### config.mk
export PLATFORM = sky130hd
export DESIGN_NAME = filter_pair_generator_flat
export DESIGN_NICKNAME = d
export VERILOG_FILES = /design/src/rtl/filter_pair_generator_if.sv /design/src/rtl/filter_pair_generator.sv /design/src/flat_wrapper.sv
export SDC_FILE = /design/constraint.sdc
export NUM_CORES = 1
export LEC_CHECK = 0
export ABC_AREA = 1
export ABC_CLOCK_PERIOD_IN_PS = 3450
export CAP_MARGIN = 0
export CORE_AREA = 2 2 388 390
export CTS_CLUSTER_DIAMETER = 120
export DETAILED_ROUTE_END_ITERATION = 8
export DIE_AREA = 0 0 390 392
export GPL_TIMING_DRIVEN = 0
export HOLD_SLACK_MARGIN = 0.03
export MAX_ROUTING_LAYER = met4
export PLACE_DENSITY = 0.49
export SYNTH_ARGS = -nofsm -noshare
export SYNTH_HDL_FRONTEND = slang
export SYNTH_SLANG_ARGS = --single-unit
### constraint.sdc
create_clock -name clk -period 3.45 [get_ports clk]
set_clock_uncertainty 0.1 [all_clocks]
set_input_delay 0.345 -clock clk [delete_from_list [all_inputs] [get_ports clk]]
set_output_delay 0.345 -clock clk [all_outputs]
set_load 0.01 [all_outputs]
### src/rtl/filter_pair_generator_if.sv
// Particle-pair handshake bundle between the pair generator, its position memories and the filter bank.
// Pure wiring, no latency of its own.
// Back pressure travels from the filter bank to the generator; input_valid travels the other way.
interface filter_pair_generator_if #(
    parameter int DATA_WIDTH          = 32,
    parameter int NUM_FILTER          = 4,
    parameter int PARTICLE_ADDR_WIDTH = 7
);
    logic                             start;
    logic                             home_cell;
    logic [PARTICLE_ADDR_WIDTH-1:0]   num_ref;
    logic [PARTICLE_ADDR_WIDTH-1:0]   num_nbr;
    logic [PARTICLE_ADDR_WIDTH-1:0]   ref_rd_addr;
    logic [3*DATA_WIDTH-1:0]          ref_rd_data;
    logic [PARTICLE_ADDR_WIDTH-1:0]   nbr_rd_addr;
    logic [3*DATA_WIDTH-1:0]          nbr_rd_data;
    logic [NUM_FILTER-1:0]            back_pressure;
    logic [NUM_FILTER-1:0]            input_valid;
    logic [NUM_FILTER*DATA_WIDTH-1:0] refx;
    logic [NUM_FILTER*DATA_WIDTH-1:0] refy;
    logic [NUM_FILTER*DATA_WIDTH-1:0] refz;
    logic [NUM_FILTER*DATA_WIDTH-1:0] neighborx;
    logic [NUM_FILTER*DATA_WIDTH-1:0] neighbory;
    logic [NUM_FILTER*DATA_WIDTH-1:0] neighborz;
    logic                             busy;
    logic                             done;

    // Generator side
    modport master (
        input  start, home_cell, num_ref, num_nbr, ref_rd_data, nbr_rd_data, back_pressure,
        output ref_rd_addr, nbr_rd_addr, input_valid,
               refx, refy, refz, neighborx, neighbory, neighborz, busy, done
    );

    // Environment side: control, memories and filter bank
    modport slave (
        output start, home_cell, num_ref, num_nbr, ref_rd_data, nbr_rd_data, back_pressure,
        input  ref_rd_addr, nbr_rd_addr, input_valid,
               refx, refy, refz, neighborx, neighbory, neighborz, busy, done
    );
endinterface

### src/rtl/filter_pair_generator.sv
// Walks every (reference, neighbor) particle pair of a cell pair and deals them round-robin to filter lanes.
// Latency: 2 cycles from issue (addresses presented) to input_valid/coordinates on the chosen lane.
// Backpressure: a pair is issued only to a lane with back_pressure low; all lanes pressured stalls the walk.
module filter_pair_generator #(
    parameter int DATA_WIDTH          = 32,
    parameter int NUM_FILTER          = 4,
    parameter int PARTICLE_ADDR_WIDTH = 7
) (
    input  logic                    clk,
    input  logic                    rst,
    filter_pair_generator_if.master bus
);
    localparam int DW = DATA_WIDTH;
    localparam int AW = PARTICLE_ADDR_WIDTH;
    localparam int CW = PARTICLE_ADDR_WIDTH + 1;
    localparam int LW = (NUM_FILTER > 1) ? $clog2(NUM_FILTER) : 1;

    typedef enum logic [1:0] {
        S_IDLE  = 2'd0,
        S_RUN   = 2'd1,
        S_DRAIN = 2'd2,
        S_DONE  = 2'd3
    } state_t;

    state_t                 r_state;
    logic                   r_home;
    logic [AW-1:0]          r_num_ref;
    logic [AW-1:0]          r_num_nbr;
    logic [AW-1:0]          r_r;
    logic [AW-1:0]          r_n;
    logic [LW-1:0]          r_ptr;
    logic                   r_drain;
    logic                   r_busy;
    logic                   r_done;
    logic                   r_p1_vld;
    logic [LW-1:0]          r_p1_lane;
    logic [NUM_FILTER-1:0]  r_vld;
    logic [NUM_FILTER*DW-1:0] r_refx, r_refy, r_refz;
    logic [NUM_FILTER*DW-1:0] r_nbrx, r_nbry, r_nbrz;

    logic                   w_empty;
    logic [CW-1:0]          w_r_inc;
    logic [CW-1:0]          w_n_inc;
    logic [CW-1:0]          w_n_wrap;
    logic [CW-1:0]          w_bound;
    logic                   w_adv_n;
    logic                   w_last;
    logic                   w_found;
    logic [LW-1:0]          w_lane;
    logic [LW-1:0]          w_ptr_nxt;

    // Index arithmetic is one bit wider than the counts so r+1 at the maximum count cannot wrap.
    // A home cell bounds both indices by the neighbor count.
    assign w_empty   = (r_num_ref == '0) || (r_num_nbr == '0) || (r_home && (r_num_nbr < AW'(2)));
    assign w_r_inc   = {1'b0, r_r} + CW'(1);
    assign w_n_inc   = {1'b0, r_n} + CW'(1);
    assign w_n_wrap  = r_home ? (w_r_inc + CW'(1)) : '0;
    assign w_bound   = r_home ? {1'b0, r_num_nbr} : {1'b0, r_num_ref};
    assign w_adv_n   = (w_n_inc < {1'b0, r_num_nbr});
    assign w_last    = !w_adv_n &&
                       ((w_r_inc == w_bound) || (r_home && (w_n_wrap >= {1'b0, r_num_nbr})));
    assign w_ptr_nxt = LW'((int'(w_lane) + 1) % NUM_FILTER);

    // Round-robin pick: first free lane at or after the pointer (reverse scan so the nearest wins).
    always_comb begin
        w_found = 1'b0;
        w_lane  = '0;
        for (int j = NUM_FILTER - 1; j >= 0; j--) begin
            if (!bus.back_pressure[(int'(r_ptr) + j) % NUM_FILTER]) begin
                w_found = 1'b1;
                w_lane  = LW'((int'(r_ptr) + j) % NUM_FILTER);
            end
        end
    end

    // Control FSM: job latch, pair walk, lane pointer, issue stage and busy/done flags.
    always_ff @(posedge clk or negedge rst) begin
        if (!rst) begin
            r_state   <= S_IDLE;
            r_home    <= 1'b0;
            r_num_ref <= '0;
            r_num_nbr <= '0;
            r_r       <= '0;
            r_n       <= '0;
            r_ptr     <= '0;
            r_drain   <= 1'b0;
            r_busy    <= 1'b0;
            r_done    <= 1'b0;
            r_p1_vld  <= 1'b0;
            r_p1_lane <= '0;
        end else begin
            r_p1_vld <= 1'b0;
            case (r_state)
                S_IDLE: begin
                    if (bus.start) begin
                        r_home    <= bus.home_cell;
                        r_num_ref <= bus.num_ref;
                        r_num_nbr <= bus.num_nbr;
                        r_r       <= '0;
                        r_n       <= bus.home_cell ? AW'(1) : '0;
                        r_busy    <= 1'b1;
                        r_state   <= S_RUN;
                    end
                end
                S_RUN: begin
                    if (w_empty) begin
                        r_drain <= 1'b0;
                        r_state <= S_DRAIN;
                    end else if (w_found) begin
                        r_p1_vld  <= 1'b1;
                        r_p1_lane <= w_lane;
                        r_ptr     <= w_ptr_nxt;
                        if (w_adv_n) begin
                            r_n <= r_n + AW'(1);
                        end else begin
                            r_r <= w_r_inc[AW-1:0];
                            r_n <= w_n_wrap[AW-1:0];
                        end
                        if (w_last) begin
                            r_drain <= 1'b0;
                            r_state <= S_DRAIN;
                        end
                    end
                end
                S_DRAIN: begin
                    // Two cycles let the last issued pair reach its lane before done.
                    if (r_drain) begin
                        r_done  <= 1'b1;
                        r_state <= S_DONE;
                    end else begin
                        r_drain <= 1'b1;
                    end
                end
                S_DONE: begin
                    r_done  <= 1'b0;
                    r_busy  <= 1'b0;
                    r_state <= S_IDLE;
                end
                default: r_state <= S_IDLE;
            endcase
        end
    end

    // Output stage: load the chosen lane from the memory data that arrives the cycle after issue.
    always_ff @(posedge clk or negedge rst) begin
        if (!rst) begin
            r_vld  <= '0;
            r_refx <= '0;
            r_refy <= '0;
            r_refz <= '0;
            r_nbrx <= '0;
            r_nbry <= '0;
            r_nbrz <= '0;
        end else begin
            r_vld <= '0;
            if (r_p1_vld) begin
                r_vld[r_p1_lane]              <= 1'b1;
                r_refx[r_p1_lane*DW +: DW]    <= bus.ref_rd_data[DW-1:0];
                r_refy[r_p1_lane*DW +: DW]    <= bus.ref_rd_data[2*DW-1:DW];
                r_refz[r_p1_lane*DW +: DW]    <= bus.ref_rd_data[3*DW-1:2*DW];
                r_nbrx[r_p1_lane*DW +: DW]    <= bus.nbr_rd_data[DW-1:0];
                r_nbry[r_p1_lane*DW +: DW]    <= bus.nbr_rd_data[2*DW-1:DW];
                r_nbrz[r_p1_lane*DW +: DW]    <= bus.nbr_rd_data[3*DW-1:2*DW];
            end
        end
    end

    assign bus.ref_rd_addr = r_r;
    assign bus.nbr_rd_addr = r_n;
    assign bus.input_valid = r_vld;
    assign bus.refx        = r_refx;
    assign bus.refy        = r_refy;
    assign bus.refz        = r_refz;
    assign bus.neighborx   = r_nbrx;
    assign bus.neighbory   = r_nbry;
    assign bus.neighborz   = r_nbrz;
    assign bus.busy        = r_busy;
    assign bus.done        = r_done;
endmodule

### src/flat_wrapper.sv
// flat-port wrapper written by rule: the top's interface ports become plain ports
module filter_pair_generator_flat 
#(
    parameter int DATA_WIDTH          = 32,
    parameter int NUM_FILTER          = 4,
    parameter int PARTICLE_ADDR_WIDTH = 7
)
  (clk, rst, bus_start, bus_home_cell, bus_num_ref, bus_num_nbr, bus_ref_rd_data, bus_nbr_rd_data, bus_back_pressure, bus_ref_rd_addr, bus_nbr_rd_addr, bus_input_valid, bus_refx, bus_refy, bus_refz, bus_neighborx, bus_neighbory, bus_neighborz, bus_busy, bus_done);
  filter_pair_generator_if #(.DATA_WIDTH(DATA_WIDTH), .NUM_FILTER(NUM_FILTER), .PARTICLE_ADDR_WIDTH(PARTICLE_ADDR_WIDTH)) bus_i ();
  input  logic clk;
  input  logic rst;
  input wire logic [$bits(bus_i.start)-1:0] bus_start;
  input wire logic [$bits(bus_i.home_cell)-1:0] bus_home_cell;
  input wire logic [$bits(bus_i.num_ref)-1:0] bus_num_ref;
  input wire logic [$bits(bus_i.num_nbr)-1:0] bus_num_nbr;
  input wire logic [$bits(bus_i.ref_rd_data)-1:0] bus_ref_rd_data;
  input wire logic [$bits(bus_i.nbr_rd_data)-1:0] bus_nbr_rd_data;
  input wire logic [$bits(bus_i.back_pressure)-1:0] bus_back_pressure;
  output wire logic [$bits(bus_i.ref_rd_addr)-1:0] bus_ref_rd_addr;
  output wire logic [$bits(bus_i.nbr_rd_addr)-1:0] bus_nbr_rd_addr;
  output wire logic [$bits(bus_i.input_valid)-1:0] bus_input_valid;
  output wire logic [$bits(bus_i.refx)-1:0] bus_refx;
  output wire logic [$bits(bus_i.refy)-1:0] bus_refy;
  output wire logic [$bits(bus_i.refz)-1:0] bus_refz;
  output wire logic [$bits(bus_i.neighborx)-1:0] bus_neighborx;
  output wire logic [$bits(bus_i.neighbory)-1:0] bus_neighbory;
  output wire logic [$bits(bus_i.neighborz)-1:0] bus_neighborz;
  output wire logic [$bits(bus_i.busy)-1:0] bus_busy;
  output wire logic [$bits(bus_i.done)-1:0] bus_done;
  assign bus_i.start = bus_start;
  assign bus_i.home_cell = bus_home_cell;
  assign bus_i.num_ref = bus_num_ref;
  assign bus_i.num_nbr = bus_num_nbr;
  assign bus_i.ref_rd_data = bus_ref_rd_data;
  assign bus_i.nbr_rd_data = bus_nbr_rd_data;
  assign bus_i.back_pressure = bus_back_pressure;
  assign bus_ref_rd_addr = bus_i.ref_rd_addr;
  assign bus_nbr_rd_addr = bus_i.nbr_rd_addr;
  assign bus_input_valid = bus_i.input_valid;
  assign bus_refx = bus_i.refx;
  assign bus_refy = bus_i.refy;
  assign bus_refz = bus_i.refz;
  assign bus_neighborx = bus_i.neighborx;
  assign bus_neighbory = bus_i.neighbory;
  assign bus_neighborz = bus_i.neighborz;
  assign bus_busy = bus_i.busy;
  assign bus_done = bus_i.done;
  filter_pair_generator #(.DATA_WIDTH(DATA_WIDTH), .NUM_FILTER(NUM_FILTER), .PARTICLE_ADDR_WIDTH(PARTICLE_ADDR_WIDTH)) u_core (.clk(clk), .rst(rst), .bus(bus_i));
endmodule
==> impl_metrics.env, run 1 <==
export IMPL_status="finished clean"
export IMPL_totalWireLength_mm=169
export IMPL_ant_nets=0
export IMPL_start_util_pct=21.7
export IMPL_synth_xor_area_share_pct=0.349
export IMPL_grt_pass1_wl_mm=235
export IMPL_clock_fmax_mhz=310
export IMPL_async_reset_ff_share_pct=100
export IMPL_die_area_um2=153000
export IMPL_rows=142
export IMPL_reg2reg_depth=7
export IMPL_cts_sinks=811
export IMPL_maxCapViolCount=0
export IMPL_avgSynthCellArea_um2=9.13
export IMPL_synth_compound_area_share_pct=13.1
export IMPL_syn_area_um2=32200
export IMPL_hold_path_startpoint="bus_num_ref[4]"
export IMPL_min_path_type="in2reg"
export IMPL_first_global_vias=30027
export IMPL_power_leakage_nw=21.3
export IMPL_dp_cells=6487
export IMPL_post_dp_hpwl_mm=129
export IMPL_post_route_period_util_pct=93.6
export IMPL_wl_per_cell_um=25.2
export IMPL_critPathArrivalTime_ns=3.70
export IMPL_io_pins=1002
export IMPL_worstPathRequired_ns=3.92
export IMPL_tightest_slew_ns=1.23
export IMPL_worstPathMaxFanout=10
export IMPL_cts_tree="yes"
export IMPL_final_common_cell="nand2_1"
export IMPL_yosys_warnings=0
export IMPL_cts_max_level=3
export IMPL_die_x_um=390
export IMPL_hold_viol=0
export IMPL_synth_fp_nets=3772
export IMPL_worstSetupPathType="reg2reg"
export IMPL_grt_ovfl_total=0
export IMPL_syn_inst=3533
export IMPL_r2r_end="u_core.bus.neighbory[115]"
export IMPL_regArea_um2=20300
export IMPL_stdcell_area_um2=48300
export IMPL_ff2ff_setup_slack_ns=0.22
export IMPL_antenna_found_initial=23
export IMPL_vias_per_cell=4.46
export IMPL_num_nets_final=4887
export IMPL_place_ws_ns=-0.284
export IMPL_io_buffer_count=1001
export IMPL_end_kind="flop"
export IMPL_synthSimpleGateAreaFrac_pct=16.8
export IMPL_n_fill_cell=15602
export IMPL_drc=0
export IMPL_gp_congestion=0.865
export IMPL_die_h_um=392
export IMPL_cts_root_buf="clkbuf_16"
export IMPL_setup_ws_ns=0.220
export IMPL_clk_pin_slew_worst_paths_ns=0.06
export IMPL_core_area_um2=149000
export IMPL_cts_setup_buffers=0
export IMPL_synth_edf_count=0
export IMPL_hold_depth=3
export IMPL_vias=29769
export IMPL_drt_initial_drc_count=1915
export IMPL_max_slew_margin_rel_pct=18.2
export IMPL_grt_max_degree=110
export IMPL_synth_top_family_by_area="simple AND/OR/NAND/NOR gates"
export IMPL_drtPass1Iterations=5
export IMPL_fin_crit_ns=3.23
export IMPL_clk_latency_ns=0.71
export IMPL_vdd_ir_drop_max_uv=375
export IMPL_worstHoldEndpoint="u_core.r_num_ref[4]"
export IMPL_yosys_register_bits=811
export IMPL_dominantRegCellSynth="dfrtp_1"
export IMPL_drive_gt1_share_pct=4.24
export IMPL_final_cells=6679
export IMPL_r2r_start="u_core.r_p1_lane[0]"
export IMPL_synth_cell_types=36
export IMPL_numCtsBuffers=97
export IMPL_synthAdderAreaFrac_pct=0.970
export IMPL_dpl_cell_area_um2=45000
export IMPL_multi_input_area_um2=10100
export IMPL_power_density_nw_per_um2=988
export IMPL_area_growth_pct=49.8
export IMPL_rsz0062_at_grt="false"
export IMPL_finalPower_mw=47.7
export IMPL_slew_violations=0
export IMPL_setup_viol=0
export IMPL_fin_util_pct=32.4
export IMPL_crit_path_start_kind="flop"
export IMPL_muxShareOfSynthArea_pct=0
export IMPL_yosysSeqAreaShare_pct=62.9
export IMPL_track_usage_pct=22.2
export IMPL_final_cell_mix="nand2_1, clkdlybuf4s50_1, dfrtp_1, o21ai_0, inv_1"
export IMPL_cts_buffer_depth=3
-- synth_stat cells, types with 3 or more instances --
| cell type | count | area (um^2) |
|---|---|---|
| o22ai_1 | 3 | 18.8 |
| nor2_1 | 30 | 113 |
| dfrtp_1 | 811 | 20300 |
| ha_1 | 25 | 313 |
| a21oi_1 | 14 | 70.1 |
| nand2_2 | 3 | 18.8 |
| inv_1 | 253 | 950 |
| nand3_1 | 204 | 1020 |
| inv_2 | 6 | 22.5 |
| xor2_1 | 9 | 78.8 |
| o21ai_0 | 804 | 4020 |
| nand4_1 | 5 | 31.3 |
| o21ai_1 | 9 | 45.0 |
| nand2_1 | 1096 | 4110 |
| buf_1 | 5 | 18.8 |
| clkbuf_1 | 226 | 848 |
-- critical path, cell delays in order (launching register included) --
cell and delay, ns:
dfrtp_1 0.50, inv_1 0.20, ha_1 0.40, nor2_1 0.08, nand2_1 0.25, clkdlybuf4s15_1 0.73, buf_2 0.65, o21ai_0 0.17
-- flip-flops by register name (all words and copies together) (netlist names), 4 cells and up --
name                    count
u_core.bus.refy           128
u_core.bus.refz           128
u_core.bus.refx           128
u_core.r_num_nbr            7
u_core.bus.neighbory      128
u_core.r_num_ref            7
u_core.bus.nbr_rd_addr      7
u_core.bus.neighborz      128
u_core.bus.ref_rd_addr      7
u_core.bus.input_valid      4
u_core.bus.neighborx      128
-- through the flow --
| step | TNS [ns] | hold WS, ns |
|---|---|---|
| 3_5_place_dp | -2.40 | 0.177 |
| 6_report | 0 | 0.106 |
| 2_1_floorplan | 0 | -0.0506 |
| 3_3_place_gp | - | 0.365 |
| 4_1_cts | 0 | 0.0336 |
| 5_1_grt | 0 | 0.0794 |
-- final cells by class --
class | count | share of cell area, %
sequential | 811 | 42.0
timing repair buffer | 1016 | 21.4
multi-input combinational | 2228 | 20.9
clock buffer | 148 | 5.90
tap | 1944 | 5.04
inverter | 259 | 2.01
buffer | 235 | 1.94
clock inverter | 24 | 0.777
antenna | 14 | 0.0725
-- kinds of logic (layout without fill, tap and decap cells) --
family / after synthesis / in the layout
DFF: 811 / 811
buffers and inverters: 494 / 1682
AOI/OAI and AO/OA: 840 / 840
other: 0 / 14
xor gates and xnor gates: 12 / 12
adders and majority gates: 25 / 25
and+or+nand+nor: 1351 / 1351
-- layer usage --
layer	wire [um]	up-vias	part of all wire (%)	global-route usage, %
met4	5200	0	3.1	6.49
met2	84100	1086	50	37.5
li1	-	13677	-	-
met1	66800	14784	40	25.8
met3	12500	222	7.4	5.92
met5	0	-	0	-
-- what timing repair did --
action | in CTS | in global routing
gates resized for setup | 3 | 8
endpoints found under the setup margin | 22 | 14
hold endpoints to repair | 357 | 0
hold buffers | 6 | 0
-- report_power, final --
group,switching (mW),internal [mW]
Combinational,12.2,9.20
Clock,4.48,6.02
Sequential,2.44,13.4
-- worst max path at each step --
stage	startpoint	endpoint	slack, ns
CTS	u_core.r_p1_lane[0]	u_core.bus.refy[116]	0.02
floorplan	u_core.bus.ref_rd_addr[0]	u_core.r_state[0]	0.84
global route	u_core.r_p1_lane[0]	u_core.bus.neighbory[76]	0.02
detailed placement	u_core.r_p1_lane[0]	u_core.bus.neighbory[26]	-0.28
global placement	rst	u_core.r_num_nbr[0]	-37.90
finish	u_core.r_p1_lane[0]	u_core.bus.neighbory[115]	0.22
Note: power is estimated with default switching activity, not from simulation.
==> inputs of run 2 (changes only) <==
- PLACE_DENSITY: 0.49 -> default
==> run 2 against run 1 <==
Count of clock-buffer cells in the layout fell by 17. Die area did not move. Highest routed layer unchanged. Clock power barely moved. Core utilization rose by 0.059 points. Sequential share of layout area fell by 0.076 points. Combinational power barely moved. Cell area rose by 0.18%. Power rose by 0.62%. Critical path depth did not move.
==> impl_metrics.env, run 2 (synthesized netlist as in run 1, its figures left out) <==
export IMPL_post_dp_hpwl_mm=128
export IMPL_finalPower_mw=48.0
export IMPL_dp_cells=6490
export IMPL_critPathArrivalTime_ns=3.84
export IMPL_gp_congestion=0.920
export IMPL_hold_viol=0
export IMPL_n_fill_cell=15441
export IMPL_numCtsBuffers=94
export IMPL_final_cell_mix="nand2_1, clkdlybuf4s50_1, dfrtp_1, o21ai_0, inv_1"
export IMPL_grt_ovfl_total=0
export IMPL_vdd_ir_drop_max_uv=555
export IMPL_grt_max_degree=120
export IMPL_drc=0
export IMPL_antenna_found_initial=21
export IMPL_cts_sinks=811
export IMPL_stdcell_area_um2=48400
export IMPL_rsz0062_at_grt="false"
export IMPL_first_global_vias=30006
export IMPL_die_h_um=392
export IMPL_internal_power_mw=28.9
export IMPL_p_switching_mw=19.1
export IMPL_drive_gt1_share_pct=4.51
export IMPL_drt_initial_drc_count=2225
export IMPL_seqPwrFrac_pct=33.1
export IMPL_clk_latency_ns=0.71
export IMPL_vias=30028
export IMPL_rows=142
export IMPL_io_buffer_count=1001
export IMPL_clk_pin_slew_worst_paths_ns=0.06
export IMPL_totalWireLength_mm=167
export IMPL_slew_violations=0
export IMPL_cts_root_buf="clkbuf_16"
export IMPL_ant_nets=0
export IMPL_end_kind="flop"
export IMPL_die_x_um=390
export IMPL_fin_crit_ns=3.31
export IMPL_start_util_pct=21.7
export IMPL_wl_per_cell_um=25.0
export IMPL_worstPathRequired_ns=3.98
export IMPL_drtPass1Iterations=5
export IMPL_p_comb_share_pct=44.6
export IMPL_io_pins=1002
export IMPL_status="finished clean"
export IMPL_cts_buffer_depth=3
export IMPL_area_growth_pct=50.1
export IMPL_setup_viol=0
export IMPL_worstSetupPathType="reg2reg"
export IMPL_maxCapViolCount=0
export IMPL_power_leakage_nw=21.3
export IMPL_final_common_cell="nand2_1"
export IMPL_core_area_um2=149000
export IMPL_crit_path_start_kind="flop"
export IMPL_final_cells=6679
export IMPL_power_density_nw_per_um2=993
export IMPL_worstPathMaxFanout=10
export IMPL_switching_share_pct=39.8
export IMPL_track_usage_pct=21.8
export IMPL_cts_tree="yes"
export IMPL_post_route_period_util_pct=95.8
export IMPL_max_slew_margin_rel_pct=4.34
export IMPL_grt_pass1_wl_mm=230
export IMPL_dpl_cell_area_um2=45000
export IMPL_clock_fmax_mhz=302
export IMPL_min_path_type="in2reg"
export IMPL_power_frac_clock_pct=22.3
export IMPL_multi_input_area_um2=10100
export IMPL_cts_max_level=3
export IMPL_num_nets_final=4884
export IMPL_regArea_um2=20300
export IMPL_die_area_um2=153000
export IMPL_tightest_slew_ns=1.43
export IMPL_vias_per_cell=4.50
==> run 2: cell types whose count changed in the layout (fill, tap and decap cells not counted), moves of 3 or more <==
cell and change:
clkinv_2 +10, clkbuf_1 -7, bufinv_16 +6, clkbuf_8 -4, clkbuf_16 -3, inv_6 +3
==> run 2: path summary, 6_finish.rpt <==
kind	start	endpoint	slack [ns]	cells after the start
setup / recovery	u_core.r_p1_lane[0]	u_core.bus.refz[20]	0.14	7
hold / removal	bus_num_ref[1]	u_core.r_num_ref[1]	0.12	3
setup reg to reg	u_core.r_p1_lane[0]	u_core.bus.refz[20]	0.14	7
hold reg to reg	u_core.bus.neighbory[17]	u_core.bus.neighbory[17]	0.38	2
max in group asynchronous	rst	u_core.bus.neighborz[73]	0.78	5
min in group asynchronous	rst	u_core.bus.refz[88]	0.24	2
==> run 2: through the flow <==
step / setup TNS [ns] / utilization (%) / hold WS, ns / setup WS [ns]
after floorplan: 0 / - / -0.0506 / 0.844
after global placement: - / 30.0 / 0.364 / -36.24
after detailed placement: -6.76 / 30.2 / 0.371 / -0.425
after CTS: 0 / 32.5 / 0.0407 / 0.0283
after global routing: 0 / 32.5 / 0.0986 / 0.00165
final: 0 / 32.5 / 0.119 / 0.143
==> run 2: what timing repair did <==
item                       CTS  global route
hold endpoints to repair   107             0
hold buffers                 3             0
setup endpoints to repair   85            10
buffers inserted             0             0
resized for setup            6             3
==> run 2: area by class of cell <==
type | count | area share [%]
diodes | 12 | 0.0621
clock buffers | 131 | 5.54
multi-input cells | 2228 | 20.8
flip-flops and latches | 811 | 41.9
repair buffers | 1016 | 21.4
clock inverters | 43 | 1.29
well taps | 1944 | 5.03
plain buffers | 235 | 1.91
inverters | 259 | 2.02
==> run 2: critical path, stage by stage (launching register included) <==
cell and delay [ns]:
dfrtp_1 0.52, inv_1 0.21, ha_1 0.39, nor2_1 0.21, clkbuf_2 0.69, clkbuf_1 0.40, nand3_1 0.42, o21ai_0 0.27
==> run 2: per-layer routing <==
| metal | vias up | part of all wire (%) | GRT usage [%] | routed length (um) |
|---|---|---|---|---|
| li1 | 13684 | - | - | - |
| met1 | 14881 | 38 | 24.3 | 63000 |
| met2 | 1204 | 50 | 36.9 | 83600 |
| met3 | 259 | 8.1 | 6.16 | 13600 |
| met4 | 0 | 4.0 | 8.47 | 6670 |
| met5 | - | 0 | - | 0 |
==> run 2: power groups by stage <==
stage	clock [mW]	combinational [mW]	sequential (mW)
global placement	0	21.4	16.0
floorplan	0	6.23	17.4
finish	10.7	21.4	15.9
detailed placement	0	21.6	15.9
global route	11.3	23.1	16.3
CTS	10.9	21.7	15.9
